--- config.mk ---
export PLATFORM = sky130hd
export DESIGN_NAME = alu_mc
export DESIGN_NICKNAME = d
export VERILOG_FILES = /design/src/rtl/alu_mc.sv
export SDC_FILE = /design/constraint.sdc
export NUM_CORES = 1
export LEC_CHECK = 0
export CORE_MARGIN = 5
export CORE_UTILIZATION = 38
export DETAILED_ROUTE_END_ITERATION = 12
export PLACE_DENSITY = 0.54
export SETUP_SLACK_MARGIN = 0.15
export SLEW_MARGIN = 20
export SYNTH_ARGS = -nofsm -noshare
export SYNTH_HDL_FRONTEND = slang
export SYNTH_SLANG_ARGS = --single-unit
--- constraint.sdc ---
create_clock -name clk -period 4.2 [get_ports clk]
set_input_delay 0.42 -clock clk [delete_from_list [all_inputs] [get_ports clk]]
set_output_delay 0.42 -clock clk [all_outputs]
set_load 0.01 [all_outputs]
--- src/rtl/alu_mc.sv ---
// Multi-cycle ALU with valid/ready handshakes on both sides and registered result/flags.
// Single-cycle ops complete at the accept edge; MUL/DIVU/REMU iterate one bit per cycle.
module alu_mc #(
  parameter int WIDTH = 32
) (
  input  logic             clk,
  input  logic             rst_n,
  input  logic             in_valid,
  output logic             in_ready,
  input  logic [WIDTH-1:0] src1,
  input  logic [WIDTH-1:0] src2,
  input  logic [2:0]       aluc,
  output logic             out_valid,
  input  logic             out_ready,
  output logic [WIDTH-1:0] result,
  output logic             zero,
  output logic             ovf,
  output logic             dz
);

  localparam int CNT_W = $clog2(WIDTH) + 1;
  localparam int MSB   = WIDTH - 1;
  localparam logic [CNT_W-1:0] LAST_CNT = CNT_W'(WIDTH - 1);

  typedef enum logic [1:0] {
    S_IDLE = 2'd0,
    S_BUSY = 2'd1,
    S_DONE = 2'd2
  } state_t;

  typedef enum logic [2:0] {
    OP_AND  = 3'b000,
    OP_OR   = 3'b001,
    OP_ADD  = 3'b010,
    OP_MUL  = 3'b011,
    OP_DIVU = 3'b100,
    OP_REMU = 3'b101,
    OP_SUB  = 3'b110,
    OP_SLT  = 3'b111
  } op_t;

  state_t           state_q, state_d;
  op_t              op_q, op_d;
  logic [WIDTH-1:0] a_q, a_d;       // MUL: multiplicand; DIV: dividend shifting out, quotient shifting in
  logic [WIDTH-1:0] b_q, b_d;       // MUL: multiplier; DIV: divisor
  logic [WIDTH-1:0] acc_q, acc_d;   // MUL: partial product; DIV: partial remainder
  logic [CNT_W-1:0] cnt_q, cnt_d;
  logic [WIDTH-1:0] result_q, result_d;
  logic             zero_q, zero_d;
  logic             ovf_q, ovf_d;
  logic             dz_q, dz_d;

  op_t              in_op;
  logic             add_sub;
  logic [WIDTH-1:0] add_b, add_r;
  logic [WIDTH-1:0] alu_r;
  logic             alu_ovf;
  logic             div_zero;
  logic             is_iter;

  assign in_op = op_t'(aluc);

  // Single-cycle results straight from the input operands, registered at the accept edge.
  // NOTE: every signal written in an always_comb gets a default first, so no path leaves it unassigned and no latch is inferred.
  always_comb begin
    add_sub  = (in_op == OP_SUB);
    add_b    = add_sub ? ~src2 : src2;
    add_r    = src1 + add_b + {{(WIDTH-1){1'b0}}, add_sub};
    div_zero = (src2 == '0);
    is_iter  = (in_op == OP_MUL) ||
               (((in_op == OP_DIVU) || (in_op == OP_REMU)) && !div_zero);
    alu_r    = '0;
    alu_ovf  = 1'b0;
    case (in_op)
      OP_AND:  alu_r = src1 & src2;
      OP_OR:   alu_r = src1 | src2;
      OP_ADD,
      OP_SUB: begin
        alu_r   = add_r;
        alu_ovf = (src1[MSB] == add_b[MSB]) && (add_r[MSB] != src1[MSB]);
      end
      OP_SLT:  alu_r = {{(WIDTH-1){1'b0}}, ($signed(src1) < $signed(src2))};
      OP_DIVU: alu_r = '1;    // only taken here when the divisor is zero
      OP_REMU: alu_r = src1;
      default: alu_r = '0;    // MUL always iterates
    endcase
  end

  logic [WIDTH:0]   rem_sh, trial;
  logic [WIDTH-1:0] it_a, it_b, it_acc;

  // One shift-add or restoring-division step on the latched operands.
  always_comb begin
    rem_sh = {acc_q, a_q[MSB]};
    trial  = rem_sh - {1'b0, b_q};
    it_a   = a_q;
    it_b   = b_q;
    it_acc = acc_q;
    if (op_q == OP_MUL) begin
      it_acc = acc_q + (b_q[0] ? a_q : '0);
      it_a   = a_q << 1;
      it_b   = b_q >> 1;
    end else if (!trial[WIDTH]) begin
      it_acc = trial[WIDTH-1:0];
      it_a   = {a_q[MSB-1:0], 1'b1};
    end else begin
      it_acc = rem_sh[WIDTH-1:0];
      it_a   = {a_q[MSB-1:0], 1'b0};
    end
  end

  always_comb begin
    state_d  = state_q;
    op_d     = op_q;
    a_d      = a_q;
    b_d      = b_q;
    acc_d    = acc_q;
    cnt_d    = cnt_q;
    result_d = result_q;
    zero_d   = zero_q;
    ovf_d    = ovf_q;
    dz_d     = dz_q;
    case (state_q)
      S_IDLE: begin
        if (in_valid) begin
          op_d  = in_op;
          a_d   = src1;
          b_d   = src2;
          acc_d = '0;
          cnt_d = '0;
          if (is_iter) begin
            state_d = S_BUSY;
          end else begin
            result_d = alu_r;
            zero_d   = (alu_r == '0);
            ovf_d    = alu_ovf;
            dz_d     = ((in_op == OP_DIVU) || (in_op == OP_REMU)) && div_zero;
            state_d  = S_DONE;
          end
        end
      end
      S_BUSY: begin
        a_d   = it_a;
        b_d   = it_b;
        acc_d = it_acc;
        if (cnt_q == LAST_CNT) begin
          result_d = (op_q == OP_DIVU) ? it_a : it_acc;
          zero_d   = (result_d == '0);
          ovf_d    = 1'b0;
          dz_d     = 1'b0;
          state_d  = S_DONE;
        end else begin
          cnt_d = cnt_q + 1'b1;
        end
      end
      S_DONE: begin
        if (out_ready) state_d = S_IDLE;
      end
      default: state_d = S_IDLE;
    endcase
  end

  // NOTE: sequential state uses non-blocking assignments so every flop samples pre-edge values; all of them are plain registers cleared by the async reset.
  always_ff @(posedge clk or negedge rst_n) begin
    if (!rst_n) begin
      state_q  <= S_IDLE;
      op_q     <= OP_AND;
      a_q      <= '0;
      b_q      <= '0;
      acc_q    <= '0;
      cnt_q    <= '0;
      result_q <= '0;
      zero_q   <= 1'b0;
      ovf_q    <= 1'b0;
      dz_q     <= 1'b0;
    end else begin
      state_q  <= state_d;
      op_q     <= op_d;
      a_q      <= a_d;
      b_q      <= b_d;
      acc_q    <= acc_d;
      cnt_q    <= cnt_d;
      result_q <= result_d;
      zero_q   <= zero_d;
      ovf_q    <= ovf_d;
      dz_q     <= dz_d;
    end
  end

  assign in_ready  = (state_q == S_IDLE);
  assign out_valid = (state_q == S_DONE);
  assign result    = result_q;
  assign zero      = zero_q;
  assign ovf       = ovf_q;
  assign dz        = dz_q;

endmodule

After elaboration in Yosys (flattened, before gate mapping)

Cells that the tools add are included.

Bits of input ports: 71
Register bits after elaboration: 142
Word-level logic and storage cells: 97

Mux-type cells: 39
Order comparisons: 1
Reduce and logical (&&, ||, !) cells: 19
Eq/ne operators: 20
Add/subtract/negate cells: 5
Bitwise logic cells: 3

Operator list:

| operator                                             | count |
|---|---|
| 2-to-1 mux 32 bit                                    | 12 |
| case mux 32 bit (2 select lines)                     | 4 |
| case mux 32 bit (6 select lines)                     | 1 |
| logical NOT 32 bit                                   | 3 |
| adder 32 bit                                         | 2 |
| subtractor 33 x 32 -> 33 bit                         | 1 |
| adder 32 x 1 -> 32 bit                               | 1 |
| bitwise AND 32 bit                                   | 1 |
| less-than comparator 32 bit                          | 1 |
| inverter 32 bit                                      | 1 |
| bitwise OR 32 bit                                    | 1 |
| equality test 3 bit (second input constant)          | 5 |
| 2-to-1 mux 6 bit                                     | 2 |
| case mux 6 bit (2 select lines)                      | 1 |
| 2-to-1 mux 1 bit                                     | 11 |
| != test 2 bit (second input constant)                | 5 |
| equality test 3 x 2 -> 1 bit (second input constant) | 3 |
| AND reduction 3 bit                                  | 3 |
| 2-to-1 mux 2 bit                                     | 4 |
| adder 6 x 1 -> 6 bit (second input constant)         | 1 |
| equality test 6 x 5 -> 1 bit (second input constant) | 1 |
| case mux 1 bit (2 select lines)                      | 3 |
| case mux 2 bit (3 select lines)                      | 1 |
| AND reduction 2 bit                                  | 2 |
| other kinds (14)                                     | 17 |

Depth between registers and ports, before layout

Gate-level depths: netlist (run 1).

Word-level depth: 10
Depth in mapped cells: 19
Mapped depth without buffers: 16

Least setup slack after synthesis (run 1)

OpenSTA, ideal clock, no wires.

Path type: input to register
Start: in aluc[0]
End: reg zero_q (netlist: zero)
Stages: 18
Data arrival time: 4,107 ps
Setup time: 66 ps
Setup slack: 26 ps
Path through: nand3b_1 -> buf_2 -> buf_1 -> nor2_1 -> a21oi_1 -> fa_1 -> nand3b_1 -> a211oi_1 -> nor2_1 -> o221ai_1 -> xnor2_1 -> o221a_2 -> nand4_1 -> or4_1 -> nor4b_1 -> nand4_1 -> nor4_1 -> a221o_1

Longest elaborated chain between the ends: 9

Ends and longest elaborated chain:

| element                          | RTL line | RTL |
|---|---|---|
| from (decl)                      | 12       | `input logic [2:0] aluc,` |
| equality test 3 bit              | 66, 74   |  |
| 2-to-1 mux 32 bit                | 67       | `add_b = add_sub ? ~src2 : src2;` |
| adder 32 bit                     | 68       | `add_r = src1 + add_b + {{(WIDTH-1){1'b0}}, add_sub};` |
| adder 32 x 1 -> 32 bit           | 68       |  |
| case mux 32 bit (6 select lines) | 74       | `case (in_op)` |
| logical NOT 32 bit               | 135      | `zero_d = (alu_r == '0);` |
| 2-to-1 mux 1 bit                 | 131      | `if (is_iter) begin` |
| 2-to-1 mux 1 bit                 | 125      | `if (in_valid) begin` |
| case mux 1 bit (2 select lines)  | 123      | `case (state_q)` |
| to (signal assigned)             | 184      | `zero_q <= zero_d;` |
| to (decl)                        | 49       | `logic zero_q, zero_d;` |

Several ways; a longest one is shown, not always the timed one. The select of a mux whose other input is x is not followed.
A chain may end at the register's enable or synchronous reset.

Worst setup path in the final report (run 1)

Start: reg a_q[31]
End: reg zero_q (netlist: zero)

Longest elaborated chain between the ends: 7

Ends and longest elaborated chain:

| element                                                           | RTL line | RTL |
|---|---|---|
| from (decl)                                                       | 44       | `logic [WIDTH-1:0] a_q, a_d;` |
| from (signal assigned)                                            | 168      | `a_q <= '0;` |
| from (signal assigned)                                            | 179      | `a_q <= a_d;` |
| subtractor 33 x 32 -> 33 bit or 2-to-1 mux 32 bit (tied branches) | 95, 100  |  |
| 2-to-1 mux 32 bit (tied with other cells)                         | 103      | `end else if (!trial[WIDTH]) begin` |
| 2-to-1 mux 32 bit or 2-to-1 mux 1 bit (tied branches)             | 99       | `if (op_q == OP_MUL) begin` |
| 2-to-1 mux 32 bit (*)                                             | 147      | `result_d = (op_q == OP_DIVU) ? it_a : it_acc;` |
| logical NOT 32 bit (*)                                            | 148      | `zero_d = (result_d == '0);` |
| 2-to-1 mux 1 bit (*)                                              | 146      | `if (cnt_q == LAST_CNT) begin` |
| case mux 1 bit (2 select lines) (*)                               | 123      |  |

Mark *: on every way between the ends. The rest lies on a longest branch, timed or not. The select of a mux whose other input is x is not followed.

==> qor.yml, run 1 <==
status: "finished with violations"
violations: "negative setup slack"
rsz0062_at_grt: "yes"
ys_seq_area_share_pct: 21.82
layout-drive-gt1-share_pct: 24.98
clockPowerShare_pct: 11.8
min_path_type: "in -> async"
grt_pass1_vias: 17800
cp_cell_sequence: "inv_2, ha_4, inv_2, fa_2, a211oi_4, o21ai_2, o2111a_1, o31a_4, a22o_2, nor2_4, mux2_4, a221o_1, nor4b_4, nand4_1, nor4_2, buf_4, a221o_1"
syn_avg_cell_area_um2: 7.572
via_count: 18140
path_buf_inv: 3
fin_crit_ns: 4.250
yosys_warnings: 0
arrival_ns: 4.64
cts_buffers: 17
synth.top_cells.by_area: "dfrtp_1, ha_1, nand2_1"
die_y_um: 217.0
crit_type: "reg -> reg"
first_pass_iters: 5
tightest_slew_ns: 0.9423
crit_path_max_incr_delay_ns: 0.41
crit_path_max_fanout: 3
clock_path_buffers: 2
place_ws_ns: -0.9224
setup_viol: 1
cts_sinks: 142
port_buffers: 107
slew_violations: 0
die_x_um: 217.0
ir_drop_mv: 0.3598
route.detailed.drc: 0
combPwrFrac_pct: 70.9
required_ns: 4.59
final_antenna_net_count: 0
area_growth_pct: 39.11
place_area_um2: 21350
grt_pass1_wl_um: 104400
p_int_uw: 7653
ys.flop_type: "dfrtp_1"
path_delay_family: "compound AO/OA/AOI/OAI gates"
clock.fmax_mhz: 235.3
worst_slack_ns: -0.05010
antenna_found_initial: 0
cts_tree: "built"
synth_edf_count: 0
synth_cell_type_count: 92
maxSlewHeadroom_pct: 37.18
cp_slowest_cell: "dfrtp_1"
yosysTopAreaCell: "dfrtp_1"
synth_seq_cells: 142
avgViaCountPerCell: 5.626
p_sw_share_pct: 48.02
wl_per_cell_um: 21.01
seq_power_share_pct: 17.3
hold_viol: 0
max_cap_violations: 0
core-area_um2: 42130
fill_cells: 4035
power_switching_uw: 7071
p_per_area_nw_per_um2: 649.8
clk_pin_slew_ns: 0.07
initialDrtViolationCount: 1707
wl_um: 67740
synthArstFlopShare_pct: 100.0
h-tree-depth: 4
cts-root-buf: "clkbuf_16"
place.detailed.hpwl_um: 53980
nets: 2945
period_share_pct: 101.2
synth_nets: 2423
gp_congestion: 0.9657
syn_area_um2: 16290
yosysTopAreaCellShare_pct: 21.82
die_area_um2: 47100
hold-worst-slack_ns: 0.07727
setup-tns-final_ns: -0.05010
grt_max_degree: 105
clk_latency_ns: 0.46
ioPinCount: 108
overflow: 0
synth_cells: 2151
leakagePower_uw: 0.01096
startpoint_type: "flip-flop"
endpoint_kind: "flip-flop"
start_util_pct: 38.66
fin_skew_ns: 0.01524
antennaDiodeCount: 0
final_cell_area_um2: 22660
grt_usage_pct: 28.01
ctsHoldBuffers: 0
rows: 75
-- per-stage QoR --
stage / std cells / util, % / total power [µW]
5_1_grt: 3225 / 53.78 / 15760
4_1_cts: 3215 / 52.91 / 14410
3_5_place_dp: 3172 / 50.68 / 12410
2_1_floorplan: 2151 / - / 7735
3_3_place_gp: 3172 / 50.68 / 12320
6_report: 3225 / 53.78 / 14720
-- timing repair --
| item | 4_1_cts | 5_1_grt |
|---|---|---|
| endpoints found under the hold margin | 0 | 0 |
| buffers inserted | 10 | 9 |
| gates cloned | 1 | 1 |
| pin swaps | 17 | 41 |
| gates resized for setup | 52 | 61 |
| endpoints found under the setup margin | 41 | 22 |
-- synth_stat cells, types with 16 or more instances --
master / instances
buf_1: 16
a31oi_1: 58
o22ai_1: 24
xor2_1: 40
nor2_1: 172
nor3_1: 29
o211ai_1: 19
nand4_1: 25
inv_1: 135
nand3_1: 63
nand2b_1: 21
and2_1: 41
nor4_1: 22
nand2_1: 277
clkbuf_1: 89
dfrtp_1: 142
o21ai_1: 35
a21oi_1: 177
mux2i_1: 34
ha_1: 198
xnor2_1: 73
a21o_1: 43
o21ai_0: 108
a211oi_1: 62
-- area by class of cell --
type	count	area, µm²	share of cell area (%)
multi-input cells	1755	12220	53.95
repair buffers	620	5050	22.29
clock inverters	13	197.7	0.8725
clock buffers	19	442.9	1.955
well taps	539	674.4	2.976
flip-flops and latches	142	3555	15.69
inverters	137	514.2	2.270
-- layer usage --
| layer | up-vias | part of all wire, % | global-route usage (%) |
|---|---|---|---|
| li1 | 8783 | - | - |
| met5 | - | 0 | 0 |
| met3 | 82 | 5.5 | 3.335 |
| met2 | 629 | 43 | 42.63 |
| met4 | 0 | 2.7 | 7.879 |
| met1 | 8649 | 49 | 41.84 |
-- power groups by stage --
stage                     clock network (µW)  registers [µW]  logic, µW
after detailed placement                   0            2540       9870
after global placement                     0            2520       9810
after CTS                               1750            2530      10100
after global routing                    1810            2630      11300
final                                   1730            2550      10400
after floorplan                            0            2480       5260
-- path summary, 6_finish.rpt --
kind / startpoint / cells after the start / end / slack [ns]
hold reg to reg: result[4] / 1 / result[4] / 0.49
min in group clk: result[4] / 1 / result[4] / 0.49
max in group asynchronous: rst_n / 2 / a_q[25] / 3.23
hold / removal: rst_n / 1 / result[11] / 0.08
setup reg to reg: a_q[31] / 17 / zero / -0.05
setup / recovery: a_q[31] / 17 / zero / -0.05
-- kinds of logic (layout without fill, tap and decap cells) --
kind of cell	Yosys count	count (layout)	synth area share (%)
buffers and inverters	254	789	5.992
xor gates and xnor gates	113	113	6.076
DFF	142	142	21.82
AOI/OAI and AO/OA	680	680	27.32
and+or+nand+nor	715	715	20.28
adders and majority gates	201	201	15.58
muxes	46	46	2.942
-- registers in the layout, summed over array words and instances, names as in the netlist --
| register | count |
|---|---|
| op_q | 3 |
| ovf | 1 |
| zero | 1 |
| dz | 1 |
| state_q | 2 |
| result | 32 |
| acc_q | 32 |
| a_q | 32 |
| b_q | 32 |
| cnt_q | 6 |
-- layout by cell type (no fill, tap or decap), drive strengths merged, types with 43 or more instances in the layout --
cell type / n
inv: 143
nand3: 63
nand2: 278
o21ai: 144
ha: 198
a21o: 43
a21oi: 178
a211oi: 66
xnor2: 73
dfrtp: 142
nor2: 173
a31oi: 58
clkdlybuf4s50: 102
buf: 512
No activity file was read; power rests on OpenSTA's default activity.
==> inputs of run 2 (changes only) <==
--- a/config.mk
+++ b/config.mk
@@ -5,6 +5,7 @@
 export SDC_FILE = /design/constraint.sdc
 export NUM_CORES = 1
 export LEC_CHECK = 0
+export ABC_CLOCK_PERIOD_IN_PS = 4200
 export CORE_MARGIN = 5
 export CORE_UTILIZATION = 38
 export DETAILED_ROUTE_END_ITERATION = 12
==> results of run 2 <==
The final DEF is identical to that of run 1; final timing and power are the same.
==> inputs of run 3 (changes only) <==
--- a/config.mk
+++ b/config.mk
@@ -5,7 +5,7 @@
 export SDC_FILE = /design/constraint.sdc
 export NUM_CORES = 1
 export LEC_CHECK = 0
-export ABC_CLOCK_PERIOD_IN_PS = 4200
+export ABC_CLOCK_PERIOD_IN_PS = 4000
 export CORE_MARGIN = 5
 export CORE_UTILIZATION = 38
 export DETAILED_ROUTE_END_ITERATION = 12
==> constraint.sdc (replaced) <==
create_clock -name clk -period 4 [get_ports clk]
set_input_delay 0.4 -clock clk [delete_from_list [all_inputs] [get_ports clk]]
set_output_delay 0.4 -clock clk [all_outputs]
set_load 0.01 [all_outputs]
==> run 3 against run 2 <==
- clock power fell by 8%
- total power grew 12%
- sequential power increased by 3%
- the run still ends with negative setup slack left
- via count increased by 4.0%
- non-clock buffer count grew 101
- register-to-register slack lost 0.13 ns
- sequential cell count stayed put
- utilization is 2.9 points higher
- critical path type unchanged
- worst hold slack got worse by 0.059 ns
- fmax rose by 1.7%
- global-route usage rose by 0.78 points
- worst setup slack got worse by 0.13 ns
==> qor.yml, run 3 (synthesized netlist as in run 1, its figures left out) <==
cts_tree: "built"
port_buffers: 107
r2r_cells: 19
worstSetupPathDepth: 19
ioPinCount: 108
clock.fmax_mhz: 239.2
avgViaCountPerCell: 5.676
setup-tns-final_ns: -0.3086
startpoint_type: "flip-flop"
reg2reg_from: "a_q[31]"
r2r_slack_ns: -0.18
via_count: 18870
ctsHoldBuffers: 0
place_area_um2: 21930
crit_path_max_fanout: 5
wl_um: 70840
antenna_found_initial: 0
final_core_util_pct: 56.70
crit_end: "zero"
clk_pin_slew_ns: 0.06
overflow: 0
layoutNonFillerInstCount: 3324
mostFrequentLayoutCell: "buf_4"
fill_cells: 3928
cp-startpoint: "a_q[31]"
final_cell_area_um2: 23890
clock_path_buffers: 2
hold_viol: 0
worst_slack_ns: -0.1804
initialDrtViolationCount: 1938
maxSlewHeadroom_pct: 29.05
area_growth_pct: 46.67
cts_buffers: 17
path_delay_family: "compound AO/OA/AOI/OAI gates"
violations: "negative setup slack"
start_util_pct: 38.66
fin_skew_ns: 0.01643
die_y_um: 217.0
status: "finished with violations"
die_area_um2: 47100
endpoint_kind: "flip-flop"
max_cap_violations: 0
final_antenna_net_count: 0
p_per_area_nw_per_um2: 687.8
cp_cell_sequence: "inv_2, ha_4, inv_2, fa_2, a211oi_2, o21ai_2, o2111a_2, o31a_4, a22o_4, nor2_4, buf_12, buf_4, mux2_2, o2111ai_2, nor4b_2, nand4_1, nor4_2, buf_4, a221o_1"
r2r_end: "zero"
wl_per_cell_um: 21.31
required_ns: 4.32
cts_sinks: 142
crit_type: "reg -> reg"
gp_congestion: 0.9481
rsz0062_at_grt: "yes"
nets: 3046
tightest_slew_ns: 1.061
layout_common_cells: "buf_4, nand2_1, ha_1"
ir_drop_mv: 0.3172
antennaDiodeCount: 0
crit_path_max_incr_delay_ns: 0.39
min_path_type: "in -> async"
grt_usage_pct: 28.79
route.detailed.drc: 0
rows: 75
path_buf_inv: 5
place.detailed.hpwl_um: 55880
first_pass_iters: 6
grt_max_degree: 92
leakagePower_uw: 0.01148
cts-root-buf: "clkbuf_16"
core-area_um2: 42130
fin_crit_ns: 4.180
dp_cells: 3242
clk_latency_ns: 0.46
cp_slowest_cell: "dfrtp_1"
die_x_um: 217.0
layout-drive-gt1-share_pct: 30.13
grt_pass1_wl_um: 107200
period_share_pct: 104.5
slew_violations: 0
arrival_ns: 4.50
setup_viol: 4
h-tree-depth: 4
grt_pass1_vias: 18270
-- run 3: layout make-up --
| class | instances | area, µm² | area share (%) |
|---|---|---|---|
| inverter | 137 | 514.2 | 2.153 |
| clock buffer | 19 | 442.9 | 1.854 |
| timing repair buffer | 721 | 5876 | 24.60 |
| clock inverter | 11 | 120.1 | 0.5028 |
| multi-input combinational | 1755 | 12710 | 53.19 |
| tap | 539 | 674.4 | 2.823 |
| sequential | 142 | 3555 | 14.88 |
-- run 3: power by group --
group          total (µW)  leakage, µW  switching, µW  internal [µW]
combinational       12200      0.00945           6660           5550
clock                1600     0.000270            678            923
sequential           2620      0.00175            518           2100
-- run 3: worst min path at each step --
stage | from | end | slack (ns) | depth (start not counted)
floorplan | rst_n | a_q[0] | 0.10 | 0
global placement | result[4] | result[4] | 0.46 | 1
detailed placement | result[4] | result[4] | 0.47 | 1
CTS | rst_n | a_q[3] | 0.09 | 1
global route | rst_n | result[16] | 0.09 | 1
finish | rst_n | result[16] | 0.02 | 1
-- run 3: stage by stage --
step | hold slack (ns) | setup slack, ns | power, µW
floorplan | 0.1044 | 0.1569 | 8129
global placement | 0.4619 | -0.9866 | 13410
detailed placement | 0.4733 | -1.092 | 13480
CTS | 0.08899 | -0.09747 | 15640
global route | 0.09313 | -0.2924 | 17430
finish | 0.01850 | -0.1804 | 16430
-- run 3: timing repair --
action	CTS	global route
cloned	1	1
pin swaps	50	56
buffers inserted	25	26
setup endpoints to repair	49	29
resized for setup	98	116
-- run 3: routing by layer --
layer | up-vias | global-route usage (%) | part of all wire (%)
li1 | 9007 | - | -
met1 | 9095 | 43.05 | 48
met2 | 690 | 45.11 | 44
met3 | 74 | 3.016 | 5.8
met4 | 0 | 6.046 | 1.6
met5 | - | 0 | 0
